## src/rtl/uart_rx_cfg_if.sv

```systemverilog
// Read-side bundle of the UART receiver: held word, status flags and consumer ack.
interface uart_rx_cfg_if #(
    parameter int DATA_BITS = 8
);
    logic                 rd_ack;
    logic [DATA_BITS-1:0] dout;
    logic                 valid;
    logic                 done_tick;
    logic                 parity_err;
    logic                 frame_err;
    logic                 overrun;

    modport master (
        input  rd_ack,
        output dout,
        output valid,
        output done_tick,
        output parity_err,
        output frame_err,
        output overrun
    );

    modport slave (
        output rd_ack,
        input  dout,
        input  valid,
        input  done_tick,
        input  parity_err,
        input  frame_err,
        input  overrun
    );
endinterface

```

## src/rtl/uart_rx_cfg.sv

```systemverilog
// Oversampling UART receiver with a compile-time frame format and a one-word holding register.
// Frames with parity or stop-bit errors are still delivered, with their flags alongside.
module uart_rx_cfg #(
    parameter int BITRATE    = 921600,
    parameter int CORE_FREQ  = 100000000,
    parameter int DATA_BITS  = 8,
    parameter int PARITY     = 0,
    parameter int STOP_BITS  = 1,
    parameter int OVERSAMPLE = 16
) (
    input  logic          clk,
    input  logic          rst,
    input  logic          rx,
    output logic          busy,
    uart_rx_cfg_if.master rd_if
);
    localparam longint DIV_L  = longint'(CORE_FREQ) / (longint'(BITRATE) * longint'(OVERSAMPLE));
    localparam int     DIV    = int'(DIV_L);
    localparam int     TICK_W = (DIV < 1) ? 1 : $clog2(DIV + 1);
    localparam int     SCNT_W = $clog2(OVERSAMPLE);

    localparam logic [TICK_W-1:0] DIV_T     = TICK_W'(DIV);
    localparam logic [SCNT_W-1:0] HALF_M1   = SCNT_W'(OVERSAMPLE / 2 - 1);
    localparam logic [SCNT_W-1:0] FULL_M1   = SCNT_W'(OVERSAMPLE - 1);
    localparam logic [3:0]        DATA_LAST = 4'(DATA_BITS - 1);
    localparam logic [3:0]        STOP_LAST = 4'(STOP_BITS - 1);

    if ((DATA_BITS < 5) || (DATA_BITS > 9) || (PARITY < 0) || (PARITY > 2) ||
        ((STOP_BITS != 1) && (STOP_BITS != 2)) || (DIV < 1) ||
        (OVERSAMPLE < 4) || ((OVERSAMPLE % 2) != 0)) begin : g_param_check
        $error("uart_rx_cfg: illegal parameter combination");
    end

    typedef enum logic [2:0] {
        ST_IDLE   = 3'd0,
        ST_START  = 3'd1,
        ST_DATA   = 3'd2,
        ST_PARITY = 3'd3,
        ST_STOP   = 3'd4
    } state_t;

    // mode 2 is even parity, anything else reaching here is odd
    function automatic logic parity_mismatch(input logic [DATA_BITS-1:0] data,
                                             input logic                 par_bit,
                                             input int                   mode);
        logic even_ref;
        even_ref = ^data;
        if (mode == 2) begin
            return par_bit != even_ref;
        end else begin
            return par_bit != ~even_ref;
        end
    endfunction

    state_t               state_q, state_d;
    logic [TICK_W-1:0]    tick_q, tick_d;
    logic [SCNT_W-1:0]    scnt_q, scnt_d;
    logic [3:0]           bcnt_q, bcnt_d;
    logic [DATA_BITS-1:0] shreg_q, shreg_d;
    logic                 perr_q, perr_d;
    logic                 ferr_q, ferr_d;
    logic                 rx_meta_q, rx_sync_q, rx_prev_q;

    logic [DATA_BITS-1:0] dout_q, dout_d;
    logic                 valid_q, valid_d;
    logic                 done_q;
    logic                 parity_err_q, parity_err_d;
    logic                 frame_err_q, frame_err_d;
    logic                 overrun_q, overrun_d;
    logic                 busy_q;

    logic                 s_tick;
    logic                 bit_tick_s;
    logic                 frame_done_s;
    logic                 ack_s;

    assign s_tick     = (tick_q == DIV_T);
    assign bit_tick_s = s_tick && (scnt_q == FULL_M1);
    assign ack_s      = rd_if.rd_ack && valid_q;

    // Free-running sample-tick divider: DIV+1 clocks per tick
    always_comb begin
        tick_d = tick_q;
        if (s_tick) begin
            tick_d = '0;
        end else begin
            tick_d = tick_q + 1'b1;
        end
    end

    // Divider register and rx synchronizer with previous-value flop for edge detection
    always_ff @(posedge clk) begin
        if (rst) begin
            tick_q    <= '0;
            rx_meta_q <= 1'b1;
            rx_sync_q <= 1'b1;
            rx_prev_q <= 1'b1;
        end else begin
            tick_q    <= tick_d;
            rx_meta_q <= rx;
            rx_sync_q <= rx_meta_q;
            rx_prev_q <= rx_sync_q;
        end
    end

    // Frame sequencing: next state, sample/bit counters and per-frame capture
    always_comb begin
        state_d      = state_q;
        scnt_d       = scnt_q;
        bcnt_d       = bcnt_q;
        shreg_d      = shreg_q;
        perr_d       = perr_q;
        ferr_d       = ferr_q;
        frame_done_s = 1'b0;
        case (state_q)
            ST_IDLE: begin
                // only a falling edge arms reception, so a stuck-low line stays idle
                if (rx_prev_q && !rx_sync_q) begin
                    state_d = ST_START;
                    scnt_d  = '0;
                end else begin
                    state_d = ST_IDLE;
                end
            end
            ST_START: begin
                if (s_tick && (scnt_q == HALF_M1)) begin
                    scnt_d = '0;
                    bcnt_d = '0;
                    if (!rx_sync_q) begin
                        state_d = ST_DATA;
                        perr_d  = 1'b0;
                        ferr_d  = 1'b0;
                    end else begin
                        state_d = ST_IDLE;
                    end
                end else if (s_tick) begin
                    scnt_d = scnt_q + 1'b1;
                end else begin
                    scnt_d = scnt_q;
                end
            end
            ST_DATA: begin
                if (bit_tick_s) begin
                    scnt_d  = '0;
                    shreg_d = {rx_sync_q, shreg_q[DATA_BITS-1:1]};
                    if (bcnt_q == DATA_LAST) begin
                        bcnt_d  = '0;
                        state_d = (PARITY != 0) ? ST_PARITY : ST_STOP;
                    end else begin
                        bcnt_d = bcnt_q + 4'd1;
                    end
                end else if (s_tick) begin
                    scnt_d = scnt_q + 1'b1;
                end else begin
                    scnt_d = scnt_q;
                end
            end
            ST_PARITY: begin
                if (bit_tick_s) begin
                    scnt_d  = '0;
                    bcnt_d  = '0;
                    perr_d  = parity_mismatch(shreg_q, rx_sync_q, PARITY);
                    state_d = ST_STOP;
                end else if (s_tick) begin
                    scnt_d = scnt_q + 1'b1;
                end else begin
                    scnt_d = scnt_q;
                end
            end
            ST_STOP: begin
                if (bit_tick_s) begin
                    scnt_d = '0;
                    if (!rx_sync_q) begin
                        ferr_d = 1'b1;
                    end else begin
                        ferr_d = ferr_q;
                    end
                    if (bcnt_q == STOP_LAST) begin
                        bcnt_d       = '0;
                        frame_done_s = 1'b1;
                        state_d      = ST_IDLE;
                    end else begin
                        bcnt_d = bcnt_q + 4'd1;
                    end
                end else if (s_tick) begin
                    scnt_d = scnt_q + 1'b1;
                end else begin
                    scnt_d = scnt_q;
                end
            end
            default: begin
                state_d = ST_IDLE;
                scnt_d  = '0;
                bcnt_d  = '0;
            end
        endcase
    end

    // Sequencer state and frame datapath registers
    always_ff @(posedge clk) begin
        if (rst) begin
            state_q <= ST_IDLE;
            scnt_q  <= '0;
            bcnt_q  <= '0;
            shreg_q <= '0;
            perr_q  <= 1'b0;
            ferr_q  <= 1'b0;
        end else begin
            state_q <= state_d;
            scnt_q  <= scnt_d;
            bcnt_q  <= bcnt_d;
            shreg_q <= shreg_d;
            perr_q  <= perr_d;
            ferr_q  <= ferr_d;
        end
    end

    // Holding register: a completing frame always lands; an ack in the same cycle consumes the old word
    always_comb begin
        dout_d       = dout_q;
        valid_d      = valid_q;
        parity_err_d = parity_err_q;
        frame_err_d  = frame_err_q;
        overrun_d    = overrun_q;
        if (frame_done_s) begin
            dout_d       = shreg_q;
            valid_d      = 1'b1;
            parity_err_d = perr_d;
            frame_err_d  = ferr_d;
            if (valid_q && !rd_if.rd_ack) begin
                overrun_d = 1'b1;
            end else if (ack_s) begin
                overrun_d = 1'b0;
            end else begin
                overrun_d = overrun_q;
            end
        end else if (ack_s) begin
            valid_d   = 1'b0;
            overrun_d = 1'b0;
        end else begin
            valid_d = valid_q;
        end
    end

    // Registered outputs
    always_ff @(posedge clk) begin
        if (rst) begin
            dout_q       <= '0;
            valid_q      <= 1'b0;
            done_q       <= 1'b0;
            parity_err_q <= 1'b0;
            frame_err_q  <= 1'b0;
            overrun_q    <= 1'b0;
            busy_q       <= 1'b0;
        end else begin
            dout_q       <= dout_d;
            valid_q      <= valid_d;
            done_q       <= frame_done_s;
            parity_err_q <= parity_err_d;
            frame_err_q  <= frame_err_d;
            overrun_q    <= overrun_d;
            busy_q       <= (state_d != ST_IDLE);
        end
    end

    assign rd_if.dout       = dout_q;
    assign rd_if.valid      = valid_q;
    assign rd_if.done_tick  = done_q;
    assign rd_if.parity_err = parity_err_q;
    assign rd_if.frame_err  = frame_err_q;
    assign rd_if.overrun    = overrun_q;
    assign busy             = busy_q;
endmodule
```

## src/flat_wrapper.sv

```systemverilog
// flat-port wrapper written by rule: the top's interface ports become plain ports
module uart_rx_cfg_flat 
#(
    parameter int BITRATE    = 921600,
    parameter int CORE_FREQ  = 100000000,
    parameter int DATA_BITS  = 8,
    parameter int PARITY     = 0,
    parameter int STOP_BITS  = 1,
    parameter int OVERSAMPLE = 16
)
  (clk, rst, rx, busy, rd_if_rd_ack, rd_if_dout, rd_if_valid, rd_if_done_tick, rd_if_parity_err, rd_if_frame_err, rd_if_overrun);
  uart_rx_cfg_if #(.DATA_BITS(DATA_BITS)) rd_if_i ();
  input  logic clk;
  input  logic rst;
  input  logic rx;
  output logic busy;
  input wire logic [$bits(rd_if_i.rd_ack)-1:0] rd_if_rd_ack;
  output wire logic [$bits(rd_if_i.dout)-1:0] rd_if_dout;
  output wire logic [$bits(rd_if_i.valid)-1:0] rd_if_valid;
  output wire logic [$bits(rd_if_i.done_tick)-1:0] rd_if_done_tick;
  output wire logic [$bits(rd_if_i.parity_err)-1:0] rd_if_parity_err;
  output wire logic [$bits(rd_if_i.frame_err)-1:0] rd_if_frame_err;
  output wire logic [$bits(rd_if_i.overrun)-1:0] rd_if_overrun;
  assign rd_if_i.rd_ack = rd_if_rd_ack;
  assign rd_if_dout = rd_if_i.dout;
  assign rd_if_valid = rd_if_i.valid;
  assign rd_if_done_tick = rd_if_i.done_tick;
  assign rd_if_parity_err = rd_if_i.parity_err;
  assign rd_if_frame_err = rd_if_i.frame_err;
  assign rd_if_overrun = rd_if_i.overrun;
  uart_rx_cfg #(.BITRATE(BITRATE), .CORE_FREQ(CORE_FREQ), .DATA_BITS(DATA_BITS), .PARITY(PARITY), .STOP_BITS(STOP_BITS), .OVERSAMPLE(OVERSAMPLE)) u_core (.clk(clk), .rst(rst), .rx(rx), .busy(busy), .rd_if(rd_if_i));
endmodule
```

## config.mk

```make
export PLATFORM = sky130hd
export DESIGN_NAME = uart_rx_cfg_flat
export DESIGN_NICKNAME = d
export VERILOG_FILES = /design/src/rtl/uart_rx_cfg_if.sv /design/src/rtl/uart_rx_cfg.sv /design/src/flat_wrapper.sv
export SDC_FILE = /design/constraint.sdc
export NUM_CORES = 1
export LEC_CHECK = 0
export CAP_MARGIN = 20
export CORE_MARGIN = 4
export CORE_UTILIZATION = 25
export DETAILED_ROUTE_END_ITERATION = 7
export REMOVE_ABC_BUFFERS = 1
export SYNTH_ARGS = -nofsm -noshare
export SYNTH_HDL_FRONTEND = slang
export SYNTH_SLANG_ARGS = --single-unit
```

## constraint.sdc

```tcl
create_clock -name clk -period 2.69 [get_ports clk]
set_input_delay 0.269 -clock clk [delete_from_list [all_inputs] [get_ports clk]]
set_output_delay 0.269 -clock clk [all_outputs]
set_load 0.005 [all_outputs]
```

Word level (Yosys, flattened, before mapping)
Cells that the tools add are included.
Operators by class
  add/subtract/negate cells: 3
  equal/unequal tests: 14
  multiplexer cells: 38
  bitwise gates (word level): 2
  reductions and logical operators: 16
Operator list (number)
  $mux W4: 10
  $pmux W4 S5: 1
  $mux W3: 6
  $mux W1: 16
  $pmux W3 S5: 1
  $pmux W4 S3: 1
  $ne A2 B1 Y1 const B: 5
  $add A4 B1 Y4 const B: 2
  $eq A4 B3 Y1 const B: 2
  $reduce_xor A8 Y1: 1
  $eq A3 B2 Y1 const B: 2
  $eq A3 B3 Y1 const B: 2
  $logic_and A1 B1 Y1: 5
  $reduce_and A5 Y1: 1
  $eq A4 B4 Y1 const B: 1
  $logic_not A4 Y1: 1
  $pmux W1 S2: 2
  $add A3 B1 Y3 const B: 1
  $eq A3 B1 Y1 const B: 1
  $logic_not A3 Y1: 1
  $reduce_bool A3 Y1: 1
  $reduce_or A3 Y1: 1
  $logic_not A1 Y1: 2
  $mux W2: 1
  other kinds (5): 6
Storage, ports and cells
  bits in registers: 41
  output and inout bits: 14

Logic depth before layout (Yosys ltp)
Gate-level depths: netlist (run 1).
  depth after elaboration: 5
  mapped depth: 8

Least setup slack after synthesis (run 1)
No wires, ideal clock.
  path type: register to register
  start point: register u_core.tick_q[0]
  end point: register u_core.bcnt_q[3]
  setup time: 70 ps
  arrival: 1715 ps
  data required time: 2620 ps
  path slack: 905 ps
  cell stages (with the launch flop): 9
  clock period less this slack: 1785 ps
  cells stage by stage: dfxtp_1 -> inv_1 -> ha_1 -> and4_1 -> buf_6 -> o21ai_4 -> and2_4 -> or4_1 -> a21oi_1
On the way
  longest elaborated chain between the ends: 4
  elaborated cells between the ends (all ways): 8
  those cells by class: eq/ne: 5; reduce/logical: 3
Ends and longest elaborated chain
  start: declaration: line uart_rx_cfg.sv:56  | logic [TICK_W-1:0] tick_q, tick_d;
  start signal: assignment: line uart_rx_cfg.sv:99  | tick_q <= tick_d;
  $eq A3 B3 Y1 (*): line uart_rx_cfg.sv:77  | assign s_tick = (tick_q == DIV_T);
  $logic_and A1 B1 Y1 (on tied branches): line uart_rx_cfg.sv:78, uart_rx_cfg.sv:126
  $ne A2 B1 Y1 (no source line)
  $reduce_and A5 Y1 (no source line) (*)
  end signal: assignment: line uart_rx_cfg.sv:211  | bcnt_q <= bcnt_d;
  end: declaration: line uart_rx_cfg.sv:58  | logic [3:0] bcnt_q, bcnt_d;
Every way passes the cells marked *; elsewhere a longest branch is shown, timed or not.
A chain may end at the register's enable or synchronous reset.

Worst setup path in the final report (run 1)
Same ends and word-level chain as after synthesis.

==> results of run 1 <==
## placed cells by master (no fill, tap or decap), types with 2 or more instances in the layout
cell	Yosys	routed
nand2_1	8	8
or2_2	3	3
nand3_1	2	2
ha_1	5	5
o21ai_0	9	9
a22oi_1	3	3
nor3b_1	2	2
nor3_1	5	5
xnor2_1	8	8
nand4_1	3	3
inv_1	8	8
a21oi_1	10	10
clkbuf_8	0	5
xor2_1	3	3
nor2_1	33	33
clkdlybuf4s50_1	0	17
nand3b_1	2	2
mux2i_1	18	18
buf_4	0	2
nand2b_1	4	4
nor3b_2	2	2
dfxtp_1	41	41
a211oi_1	5	5
## cell families after synthesis
| logic type | after synthesis |
|---|---|
| fa+ha+maj | 5 |
| buf+inv | 18 |
| compound gates | 34 |
| xor+xnor | 11 |
| simple gates | 71 |
| mux | 19 |
| flops | 41 |
## worst min path at each step
stage | from | to | slack (ns) | cells after the start
after floorplan | rst | u_core.bcnt_q[3]$_SDFFE_PP0P_ | 0.34 | 1
after global placement | u_core.rx_meta_q$_SDFF_PP1_ | u_core.rx_sync_q$_SDFF_PP1_ | 0.40 | 1
after detailed placement | u_core.rx_meta_q$_SDFF_PP1_ | u_core.rx_sync_q$_SDFF_PP1_ | 0.39 | 1
after CTS | u_core.rx_meta_q$_SDFF_PP1_ | u_core.rx_sync_q$_SDFF_PP1_ | 0.42 | 1
after global routing | u_core.rx_meta_q$_SDFF_PP1_ | u_core.rx_sync_q$_SDFF_PP1_ | 0.45 | 1
final | u_core.rx_meta_q$_SDFF_PP1_ | u_core.rx_sync_q$_SDFF_PP1_ | 0.41 | 1
## flip-flops by register name (all words and copies together), names as in the netlist, named ones only
register,count
u_core.rd_if.dout,8
u_core.rx_prev_q,1
u_core.bcnt_q,4
u_core.rd_if.done_tick,1
u_core.rx_sync_q,1
u_core.rx_meta_q,1
u_core.perr_q,1
u_core.scnt_q,4
u_core.tick_q,3
u_core.busy,1
u_core.shreg_q,8
u_core.rd_if.valid,1
u_core.rd_if.parity_err,1
u_core.rd_if.frame_err,1
u_core.state_q,3
u_core.ferr_q,1
## cell usage after synthesis
| cell | number | area (um2) |
|---|---|---|
| mux2_2 | 1 | 11.26 |
| a31oi_1 | 1 | 6.260 |
| buf_6 | 1 | 11.26 |
| and4_1 | 1 | 8.760 |
| inv_1 | 8 | 30.03 |
| nor3b_1 | 2 | 15.01 |
| nand3b_1 | 2 | 15.01 |
| dfxtp_1 | 41 | 820.8 |
| clkbuf_1 | 5 | 18.77 |
| xor2_1 | 3 | 26.28 |
| o21a_1 | 1 | 7.510 |
| a211o_1 | 1 | 8.760 |
| o2bb2ai_1 | 1 | 8.760 |
| o21ai_4 | 1 | 16.27 |
| mux2i_1 | 18 | 180.2 |
| buf_2 | 4 | 20.02 |
| nor3b_2 | 2 | 25.02 |
| or3b_2 | 1 | 8.760 |
| o21ai_0 | 9 | 45.04 |
| ha_1 | 5 | 62.56 |
| nand3_1 | 2 | 10.01 |
| a211oi_1 | 5 | 37.54 |
| nand4_1 | 3 | 18.77 |
| nor2b_1 | 1 | 6.260 |
| a2111oi_0 | 1 | 8.760 |
| nand2_1 | 8 | 30.03 |
| xnor2_1 | 8 | 70.07 |
| a22oi_1 | 3 | 22.52 |
| or2_2 | 3 | 18.77 |
| and2_4 | 1 | 8.760 |
| or3_1 | 1 | 6.260 |
| a21oi_1 | 10 | 50.05 |
| nand2b_1 | 4 | 25.02 |
| a21o_1 | 1 | 7.510 |
| nor3_1 | 5 | 25.02 |
| or4b_1 | 1 | 10.01 |
| nor2_1 | 33 | 123.9 |
| or4_1 | 1 | 7.510 |
## cell type report
type / instances / area, um2
Clock buffer: 6 / 72.57
Clock inverter: 2 / 38.79
Fill cell: 721 / 4745
Inverter: 8 / 30.03
Multi-Input combinational cell: 140 / 932.1
Sequential cell: 41 / 820.8
Tap cell: 96 / 120.1
Timing Repair Buffer: 19 / 185.2
## power by group
group          switching [W]  internal (W)  total [W]  leakage [nW]
sequential        0.00000749      0.000614   0.000621         0.332
combinational      0.0000202     0.0000171  0.0000373         0.477
clock               0.000212      0.000279   0.000491        0.0554
## metrics by stage
stage	setup WS [ns]	power (W)	instance area [um2]	cells
global route	0.5206	0.001199	2200	312
CTS	0.6396	0.001166	2200	312
floorplan	0.7730	0.0006528	1783	189
global placement	0.7024	0.0006721	2088	304
finish	0.6510	0.001149	2200	312
detailed placement	0.6715	0.0006733	2088	304
## layer usage
metal	wire length (um)	up-vias	GRT usage (%)
met5	0	-	0
met2	1553	14	12.69
li1	-	713	-
met1	1802	639	11.36
met4	25	0	2.527
met3	86	6	2.414
==> impl_metrics.toml, run 1 <==
[critical_path]
reg2reg_depth = 7
start_kind = "register"
r2r_start = "u_core.tick_q[0]$_SDFF_PP0_"
slowest_delay_ns = 0.50
path_delay_family = "simple AND/OR/NAND/NOR gates"
critPathCaptureType = "register"
crit_chain = "inv_1 -> ha_1 -> and4_1 -> o21ai_4 -> and2_4 -> or4_1 -> a21oi_1"
worst-setup-path-type = "reg2reg"
crit_arrival_ns = 2.26
startpoint = "u_core.tick_q[0]$_SDFF_PP0_"
endpoint = "u_core.bcnt_q[3]$_SDFFE_PP0P_"
crit_fanout = 6
r2r-end = "u_core.bcnt_q[3]$_SDFFE_PP0P_"
worstPathRequired_ns = 2.91
critPathSlowestCell = "or4_1"
critPathBufInv = 1
r2r_setup_slack_ns = 0.65
worst-path-stages = 7

[run]
cap_violations = 0

[sta]
slew_headroom_pct = 65.05
final-setup-viol-count = 0
finalMaxSlewViolations = 0
clock.fmax_ghz = 0.4904
rsz0062_at_grt = "false"
worst_pin_slew_ns = 0.5228
min_period_over_period_pct = 75.80
finClkSkew_ns = 0.01017
holdWs_ns = 0.4150
hold_viol_final = 0
tns_ns = 0
period_minus_slack_ns = 2.039

[power_and_ir_drop]
vdd_ir_drop_max_mv = 0.3152
leakage_nw = 0.8643
power.density_nw_per_um2 = 522.4

[route]
post_drt_wl_per_cell_um = 11.12
drtPass1Iterations = 4
drc_errors = 0
wirelength_um = 3468
vias = 1372
vias_per_cell = 4.397
antenna_left = 0
drtIter0Drc = 104

[placed_design]
port-buffer-count = 17
place_congestion = 0.8254
hpwlAfterDp_um = 2413

[cells_and_area]
fin_util_pct = 31.68
syn_to_final_growth_pct = 20.00
final_nets = 224
diodes = 0
final_layout_size_suffix_gt1_share_pct = 8.333

[floorplanning]
die-area_um2 = 8766
core-area_um2 = 6944
row_count = 30
start_util_pct = 26.40
die_h_um = 93.63
ios = 18
die_x_um = 93.63

[clock_tree]
postCtsSetupBuffers = 0
cts_made_buffers = 5
root_buffer = "clkbuf_8"
clkTransAtPathRegs_ns = 0.08
clk_path_buf_depth = 2
cts_tree = "yes"
clk_latency_ns = 0.29
ctsResizeCount = 0
numClockSinks = 41
holdBufCountCts = 0
h-tree-depth = 2

[synth]
synth-adder-area-share_pct = 3.413
synth-compound-area-share_pct = 11.95
synth_xor_area_share_pct = 5.256
syn_area_um2 = 1833
syn_inst = 199
synth_seq_cells = 41
synth_top_family_by_area = "simple AND/OR/NAND/NOR gates"
yosysWarnings = 0
syn-mean-instance-area_um2 = 9.211
ys_seq_area_share_pct = 44.78
synthSimpleGateAreaFrac_pct = 19.80
synthMuxAreaShare_pct = 10.44
yosysUniqueCellTypes = 38

[grt]
grt_usage_pct = 8.331
grt_pass1_vias = 1303
grt_pass1_wl_um = 5968
grt_start_max_net_pins = 30
antenna_found_initial = 0
overflow = 0

[worst_hold_path]
min_path_type = "reg2reg"

[run_status]
status = "finished, final reports clean"
Power figures use the tool's default switching activity.
==> run 2, diff against run 1 <==
==> constraint.sdc (replaced) <==
create_clock -name clk -period 1.7 [get_ports clk]
set_input_delay 0.17 -clock clk [delete_from_list [all_inputs] [get_ports clk]]
set_output_delay 0.17 -clock clk [all_outputs]
set_load 0.005 [all_outputs]
==> impl_metrics.toml, run 2 (same netlist as run 1, synthesis figures left out) <==
[grt]
antenna_found_initial = 0
grt_pass1_vias = 1463
grt_pass1_wl_um = 6458
grt_start_max_net_pins = 36
overflow = 0
grt_usage_pct = 8.929

[clock_tree]
clkTransAtPathRegs_ns = 0.08
numClockSinks = 41
h-tree-depth = 2
clk_path_buf_depth = 2
clk_latency_ns = 0.29
root_buffer = "clkbuf_8"
cts_tree = "yes"
cts_made_buffers = 5

[critical_path]
start_kind = "register"
worst-setup-path-type = "reg2reg"
crit_arrival_ns = 1.82
reg2reg_depth = 9
r2r_start = "u_core.tick_q[0]$_SDFF_PP0_"
crit_fanout = 5
endpoint = "u_core.rd_if.dout[0]$_SDFFE_PP0P_"
worstPathRequired_ns = 1.89
startpoint = "u_core.tick_q[0]$_SDFF_PP0_"
r2r-end = "u_core.rd_if.dout[0]$_SDFFE_PP0P_"
r2r_setup_slack_ns = 0.06
critPathCaptureType = "register"

[sta]
slew_headroom_pct = 73.35
min_period_over_period_pct = 96.25
finClkSkew_ns = 0.005266
final-setup-viol-count = 0
rsz0062_at_grt = "true"
clock.fmax_ghz = 0.6111
finalMaxSlewViolations = 0
worst_pin_slew_ns = 0.3997
period_minus_slack_ns = 1.636
hold_viol_final = 0

[floorplanning]
core-area_um2 = 6944
die_x_um = 93.63
die_h_um = 93.63
die-area_um2 = 8766
start_util_pct = 26.40
ios = 18
row_count = 30

[route]
antenna_left = 0
met3_length_um = 126
wirelength_um = 3666
drc_errors = 0
vias_per_cell = 4.368
routed.top_layer = "met4"
post_drt_wl_per_cell_um = 10.72
vias = 1494
drtPass1Iterations = 4
wl_met1_um = 1852
drtIter0Drc = 96
wl_met2_um = 1675

[power_and_ir_drop]
power.density_nw_per_um2 = 673.0
leakage_nw = 1.010
vdd_ir_drop_max_mv = 0.4323
p_total_w = 0.001692

[worst_hold_path]
min_path_type = "reg2reg"

[placed_design]
hpwlAfterDp_um = 2650
place_congestion = 0.7941
port-buffer-count = 17

[cells_and_area]
diodes = 0
most-common-layout-cells = "34 x dfxtp_1, 33 x nor2_1, 27 x buf_4"
syn_to_final_growth_pct = 37.20
final_nets = 254
final_layout_size_suffix_gt1_share_pct = 26.42
fin_util_pct = 36.22
final_common_cell = "dfxtp_1"

[run_status]
status = "finished, final reports clean"

[run]
cap_violations = 0
run 2: cell types whose count changed in the layout (fill, tap and decap cells not counted), sizes merged:
cell,delta
buf,+30
clkinvlp,+2
bufinv,-1
clkinv,-1
run 2: metal layers:
layer | vias up | GRT usage [%]
met5 | - | 0
met2 | 21 | 13.94
met3 | 3 | 2.655
met1 | 693 | 11.92
met4 | 0 | 2.527
li1 | 777 | -
run 2: what timing repair did:
action	4_1_cts	5_1_grt
hold buffers	0	0
endpoints found under the hold margin	0	0
pin swaps	2	8
setup endpoints to repair	15	22
buffers inserted	0	3
resized for setup	7	23
run 2: power by group:
group	total (W)	leakage (nW)	switching [W]	internal, W
sequential	0.000983	0.335	0.0000109	0.000972
combinational	0.0000876	0.638	0.0000416	0.0000461
clock	0.000622	0.0374	0.000333	0.000289
total	0.00169	1.01	0.000385	0.00131
run 2: cell type report:
type,count,area (um2)
Sequential cell,41,829.5
Timing Repair Buffer,49,446.7
Clock buffer,6,72.57
Fill cell,722,4429
Tap cell,96,120.1
Clock inverter,2,15.01
Multi-Input combinational cell,140,998.5
Inverter,8,32.53
run 2: worst min-delay path by stage:
stage                                     start                       endpoint  slack (ns)  cells after the start
detailed placement  u_core.rx_meta_q$_SDFF_PP1_    u_core.rx_sync_q$_SDFF_PP1_        0.40                      1
finish              u_core.rx_meta_q$_SDFF_PP1_    u_core.rx_sync_q$_SDFF_PP1_        0.42                      1
global placement    u_core.rx_meta_q$_SDFF_PP1_    u_core.rx_sync_q$_SDFF_PP1_        0.40                      1
global route                                 rx    u_core.rx_meta_q$_SDFF_PP1_        0.45                      2
CTS                 u_core.rx_meta_q$_SDFF_PP1_    u_core.rx_sync_q$_SDFF_PP1_        0.42                      1
floorplan                                   rst  u_core.bcnt_q[3]$_SDFFE_PP0P_        0.24                      1
run 2: through the flow:
| stage | area [um2] | setup slack [ns] | hold WS (ns) | instances | setup TNS [ns] |
|---|---|---|---|---|---|
| 2_1_floorplan | 1783 | -0.2170 | 0.2391 | 189 | -2.216 |
| 3_3_place_gp | 2316 | -0.02345 | 0.4036 | 331 | -0.03488 |
| 3_5_place_dp | 2316 | -0.06590 | 0.4040 | 331 | -0.2269 |
| 4_1_cts | 2419 | 0.001663 | 0.4242 | 339 | 0 |
| 5_1_grt | 2515 | -0.06150 | 0.4476 | 342 | -0.2889 |
| 6_report | 2515 | 0.06373 | 0.4207 | 342 | 0 |
run 2: worst max-delay path, cell delays in order (launching register included):
cell	delay [ns]
dfxtp_2	0.33
inv_2	0.06
ha_4	0.12
and4_4	0.25
buf_6	0.11
nand4_1	0.17
buf_6	0.20
buf_4	0.13
mux2i_1	0.13
nor2_1	0.05
==> edit 1, RTL diff (settings of run 2) <==
`shreg_q` no longer has a reset.
--- a/src/rtl/uart_rx_cfg.sv
+++ b/src/rtl/uart_rx_cfg.sv
@@ -204,3 +204,2 @@
             bcnt_q  <= '0;
-            shreg_q <= '0;
             perr_q  <= 1'b0;
@@ -211,3 +210,2 @@
             bcnt_q  <= bcnt_d;
-            shreg_q <= shreg_d;
             perr_q  <= perr_d;
@@ -215,2 +213,6 @@
         end
+    end
+
+    always_ff @(posedge clk) begin
+        shreg_q <= shreg_d;
     end
Formal check against the unedited RTL: same outputs for any inputs over 10 cycles, from zero or initial values and one cycle with rst high; that may be too few to reach the edited logic, so the function may still have changed.
==> edit 1 against run 2 <==
- the run now ends with setup timing left
- hold slack worse by 0.0076 ns
- total power up 3.1%
- cell area shrank 4.2%
- sequential cell count is the same
- setup slack got worse by 0.19 ns
- synthesized area shrank 2.8%
- routed wire length is 1.7% lower
- clock skew increased by 0.0033 ns
- largest power group unchanged
==> edit 1: results <==
# TYPE chip_impl_metric gauge
chip_impl_metric{name="drive_above_1_share",unit="%"} 25.6
chip_impl_metric{name="cp.arrival",unit="ns"} 2.01
chip_impl_metric{name="met2WireLength",unit="um"} 1730
chip_impl_metric{name="global_route_wire_length_before_repair",unit="um"} 6300
chip_impl_metric{name="multi_input_area_share",unit="%"} 35.0
chip_impl_metric{name="nonClockBufferCount",unit=""} 50
chip_impl_metric{name="via_per_inst",unit=""} 4.35
chip_impl_metric{name="global_route.usage.total",unit="%"} 9.15
chip_impl_metric{name="place.detailed.instances",unit=""} 320
chip_impl_info{name="run_status",value="complete, but fails checks"} 1
chip_impl_metric{name="setup_viol_count_final",unit=""} 14
chip_impl_info{name="post_synth_main_area_contributors",value="sky130_fd_sc_hd__dfxtp_1 37%, sky130_fd_sc_hd__edfxtp_1 13%, sky130_fd_sc_hd__a21oi_1 5.6%"} 1
chip_impl_metric{name="drt_first_iter_violations",unit=""} 63
chip_impl_info{name="violations",value="setup timing"} 1
chip_impl_metric{name="tightestPinTransition",unit="ns"} 0.377
chip_impl_info{name="crit_slowest_cell",value="sky130_fd_sc_hd__or3b_4"} 1
chip_impl_metric{name="place.detailed.hpwl",unit="um"} 2670
chip_impl_metric{name="fin_tns_setup",unit="ns"} -1.19
chip_impl_metric{name="gp_congestion",unit=""} 0.783
chip_impl_metric{name="fillerInstances",unit=""} 740
chip_impl_info{name="r2r-end",value="u_core.rd_if.dout[7]"} 1
chip_impl_metric{name="met1_length",unit="um"} 1680
chip_impl_metric{name="critPathMaxFanout",unit=""} 10
chip_impl_metric{name="pwr-share-comb",unit="%"} 4.8
chip_impl_metric{name="signal_buffer_area_fraction",unit="%"} 17.7
chip_impl_metric{name="met3RoutedLength",unit="um"} 159
chip_impl_metric{name="place_area",unit="um2"} 2220
chip_impl_metric{name="dp_worst_setup_slack",unit="ns"} -0.243
chip_impl_metric{name="post-route-worst-setup-slack",unit="ns"} -0.128
chip_impl_metric{name="netlist-cell-type-count",unit=""} 39
chip_impl_metric{name="synth_enable_flop_cells",unit=""} 8
chip_impl_metric{name="post_synthesis_cell_count",unit=""} 190
chip_impl_metric{name="final.hold.worst_slack",unit="ns"} 0.413
chip_impl_info{name="synth.cells.most_frequent",value="33 x sky130_fd_sc_hd__dfxtp_1, 25 x sky130_fd_sc_hd__nand2_1, 20 x sky130_fd_sc_hd__a21oi_1, 13 x sky130_fd_sc_hd__nor2_1"} 1
chip_impl_metric{name="groute.layer.met3.usage",unit="%"} 2.92
chip_impl_metric{name="p_clk",unit="W"} 0.000656
## edit 1: cell count changes after synthesis, sizes merged, moves of 4 or more
cell / delta
nand3: +6
nor3b: -4
dfxtp: -8
edfxtp: +8
nor2: -19
a21oi: +11
mux2i: -16
nand2: +17
o21ai: -4
## edit 1: timing repair
item,in CTS,in global routing
gates resized for setup,5,10
cloned,0,0
hold endpoints to repair,0,0
buffers inserted,6,0
pin swaps,8,3
hold buffers,0,0
endpoints found under the setup margin,15,21
## edit 1: logic make-up (layout without fill, tap and decap cells)
family | count (synthesis) | in the layout | synth area share (%)
simple gates | 77 | 77 | 22.3
buf+inv | 16 | 64 | 4.07
fa+ha+maj | 5 | 5 | 3.51
xor+xnor | 10 | 10 | 5.69
mux | 2 | 2 | 1.12
flops | 41 | 41 | 50.6
compound gates | 39 | 39 | 12.8
==> edit 2, RTL diff (flow settings as in run 2) <==
Made on the original files. `BITRATE` is set to 921600 in 2 places; all go to 460800.
--- a/src/rtl/uart_rx_cfg.sv
+++ b/src/rtl/uart_rx_cfg.sv
@@ -3,3 +3,3 @@
 module uart_rx_cfg #(
-    parameter int BITRATE    = 921600,
+    parameter int BITRATE    = 460800,
     parameter int CORE_FREQ  = 100000000,
--- a/src/flat_wrapper.sv
+++ b/src/flat_wrapper.sv
@@ -3,3 +3,3 @@
 #(
-    parameter int BITRATE    = 921600,
+    parameter int BITRATE    = 460800,
     parameter int CORE_FREQ  = 100000000,
Behaviour: no difference found for any inputs over 10 cycles, from zero or initial values and one cycle with rst high; that may be too few to reach the edited logic, so the function may still have changed.
==> edit 2 against run 2 <==
- the run now ends with setup timing left
- clock power increased by 3.9%
- setup slack got worse by 0.088 ns
- routed wire length increased by 20%
- cell area increased by 6.7%
- clock skew increased by 0.0025 ns
- synthesized area increased by 4.9%
- total power increased by 5.0%
- sequential cell count increased by 1
- critical path type unchanged
- critical endpoint is now u_core.bcnt_q[3]
==> edit 2: results <==
# TYPE chip_impl_metric gauge
chip_impl_info{name="post_synth_main_area_contributors",value="sky130_fd_sc_hd__dfxtp_1 44%, sky130_fd_sc_hd__a21oi_1 6.5%, sky130_fd_sc_hd__mux2i_1 4.7%"} 1
chip_impl_metric{name="via_count_of_the_first_global_routing_pass",unit=""} 1672
chip_impl_info{name="run_status",value="complete, but fails checks"} 1
chip_impl_metric{name="global_route_wire_length_before_repair",unit="um"} 7580
chip_impl_info{name="cpLargestDelayFamily",value="simple AND/OR/NAND/NOR gates"} 1
chip_impl_metric{name="leakage_power_total",unit="nW"} 0.946
chip_impl_metric{name="place_area",unit="um2"} 2400
chip_impl_metric{name="power.ir.vdd_worst",unit="V"} 0.000390
chip_impl_metric{name="fillerInstances",unit=""} 747
chip_impl_metric{name="global_route.usage.total",unit="%"} 10.4
chip_impl_metric{name="wl",unit="um"} 4410
chip_impl_metric{name="place.detailed.hpwl",unit="um"} 2940
chip_impl_metric{name="synth.yosys.seq_area_share",unit="%"} 43.7
chip_impl_info{name="synth.cells.most_frequent",value="42 x sky130_fd_sc_hd__dfxtp_1, 25 x sky130_fd_sc_hd__a21oi_1, 23 x sky130_fd_sc_hd__nand2_1, 20 x sky130_fd_sc_hd__nor2_1, 10 x sky130_fd_sc_hd__o21ai_0"} 1
chip_impl_metric{name="grt_start_max_net_pins",unit=""} 23
chip_impl_metric{name="max-slew-margin-rel",unit="%"} 77.3
chip_impl_metric{name="drive_above_1_share",unit="%"} 27.7
chip_impl_info{name="violations",value="setup timing"} 1
chip_impl_metric{name="cp.arrival",unit="ns"} 1.97
chip_impl_metric{name="fin_tns_setup",unit="ns"} -0.0561
chip_impl_metric{name="setup_viol_count_final",unit=""} 3
chip_impl_metric{name="dp_worst_setup_slack",unit="ns"} -0.109
chip_impl_metric{name="fin_worst_skew",unit="ns"} 0.00779
chip_impl_metric{name="drt_first_iter_violations",unit=""} 106
chip_impl_metric{name="timing.critical_path.slowest_cell_delay",unit="ns"} 0.48
chip_impl_info{name="crit_slowest_cell",value="sky130_fd_sc_hd__or4_1"} 1
chip_impl_metric{name="via_per_inst",unit=""} 4.69
chip_impl_metric{name="post-route-worst-setup-slack",unit="ns"} -0.0238
chip_impl_metric{name="netlist-cell-type-count",unit=""} 44
chip_impl_metric{name="final_nets",unit=""} 275
chip_impl_info{name="clock_tree.root_cell",value="sky130_fd_sc_hd__clkbuf_8"} 1
chip_impl_metric{name="gp_congestion",unit=""} 0.773
chip_impl_metric{name="power.switching_fraction",unit="%"} 24.0
-- edit 2: changes by cell type in the layout (fill, tap and decap cells not counted), moves of 3 or more --
cell,before,now
sky130_fd_sc_hd__a21oi_1,9,20
sky130_fd_sc_hd__a211oi_1,5,1
sky130_fd_sc_hd__xnor2_1,8,5
sky130_fd_sc_hd__mux2i_1,18,9
sky130_fd_sc_hd__a21oi_2,1,4
sky130_fd_sc_hd__nand2_1,8,23
sky130_fd_sc_hd__nand3_1,2,5
sky130_fd_sc_hd__nor2b_1,1,4
sky130_fd_sc_hd__nor2_1,33,19
-- edit 2: worst paths after layout --
check                                 startpoint          endpoint  slack [ns]  depth (start not counted)
worst max-delay path            u_core.tick_q[1]  u_core.bcnt_q[3]       -0.02                          7
worst min-delay path            u_core.rx_meta_q  u_core.rx_sync_q        0.41                          1
worst max register to register  u_core.tick_q[1]  u_core.bcnt_q[3]       -0.02                          7
worst min register to register  u_core.rx_meta_q  u_core.rx_sync_q        0.41                          1
-- edit 2: timing repair --
action	in CTS	in global routing
setup endpoints to repair	27	22
buffers inserted	4	2
gates resized for setup	19	27
hold endpoints to repair	0	0
pin swaps	10	11
-- edit 2: cell type report --
class / count / area, um2 / share of cell area [%]
inverter: 6 / 22.5 / 0.839
tap: 99 / 124 / 4.62
timing repair buffer: 48 / 452 / 16.8
clock buffer: 6 / 72.6 / 2.70
sequential: 42 / 853 / 31.8
clock inverter: 2 / 13.8 / 0.513
multi-input combinational: 163 / 1150 / 42.7
-- edit 2: routing by layer --
layer | global-route usage, % | routed length [um]
met1 | 13.6 | 2180
met2 | 16.4 | 2040
met3 | 2.66 | 143
met4 | 3.55 | 43
met5 | 0 | 0
-- edit 2: power by group through the flow --
stage / sequential [W] / combinational [W] / clock, W
6_report: 0.00100 / 0.000127 / 0.000646
4_1_cts: 0.00101 / 0.000120 / 0.000669
3_5_place_dp: 0.00103 / 0.000108 / 0
5_1_grt: 0.00101 / 0.000141 / 0.000714
2_1_floorplan: 0.00103 / 0.0000424 / 0
3_3_place_gp: 0.00103 / 0.000107 / 0
-- edit 2: metrics by stage --
step / hold WS, ns / instances
after floorplan: 0.239 / 211
after global placement: 0.398 / 352
after detailed placement: 0.396 / 352
after CTS: 0.417 / 364
after global routing: 0.422 / 366
final: 0.412 / 366
-- edit 2: cells by family after synthesis --
family                     Yosys count  share of synthesized area, %
muxes                                9                          4.68
AOI/OAI and AO/OA                   49                          14.8
buffers and inverters               17                          3.51
DFF                                 42                          43.7
and+or+nand+nor                     91                          25.2
adders and majority gates            5                          3.25
xor gates and xnor gates             9                          4.81
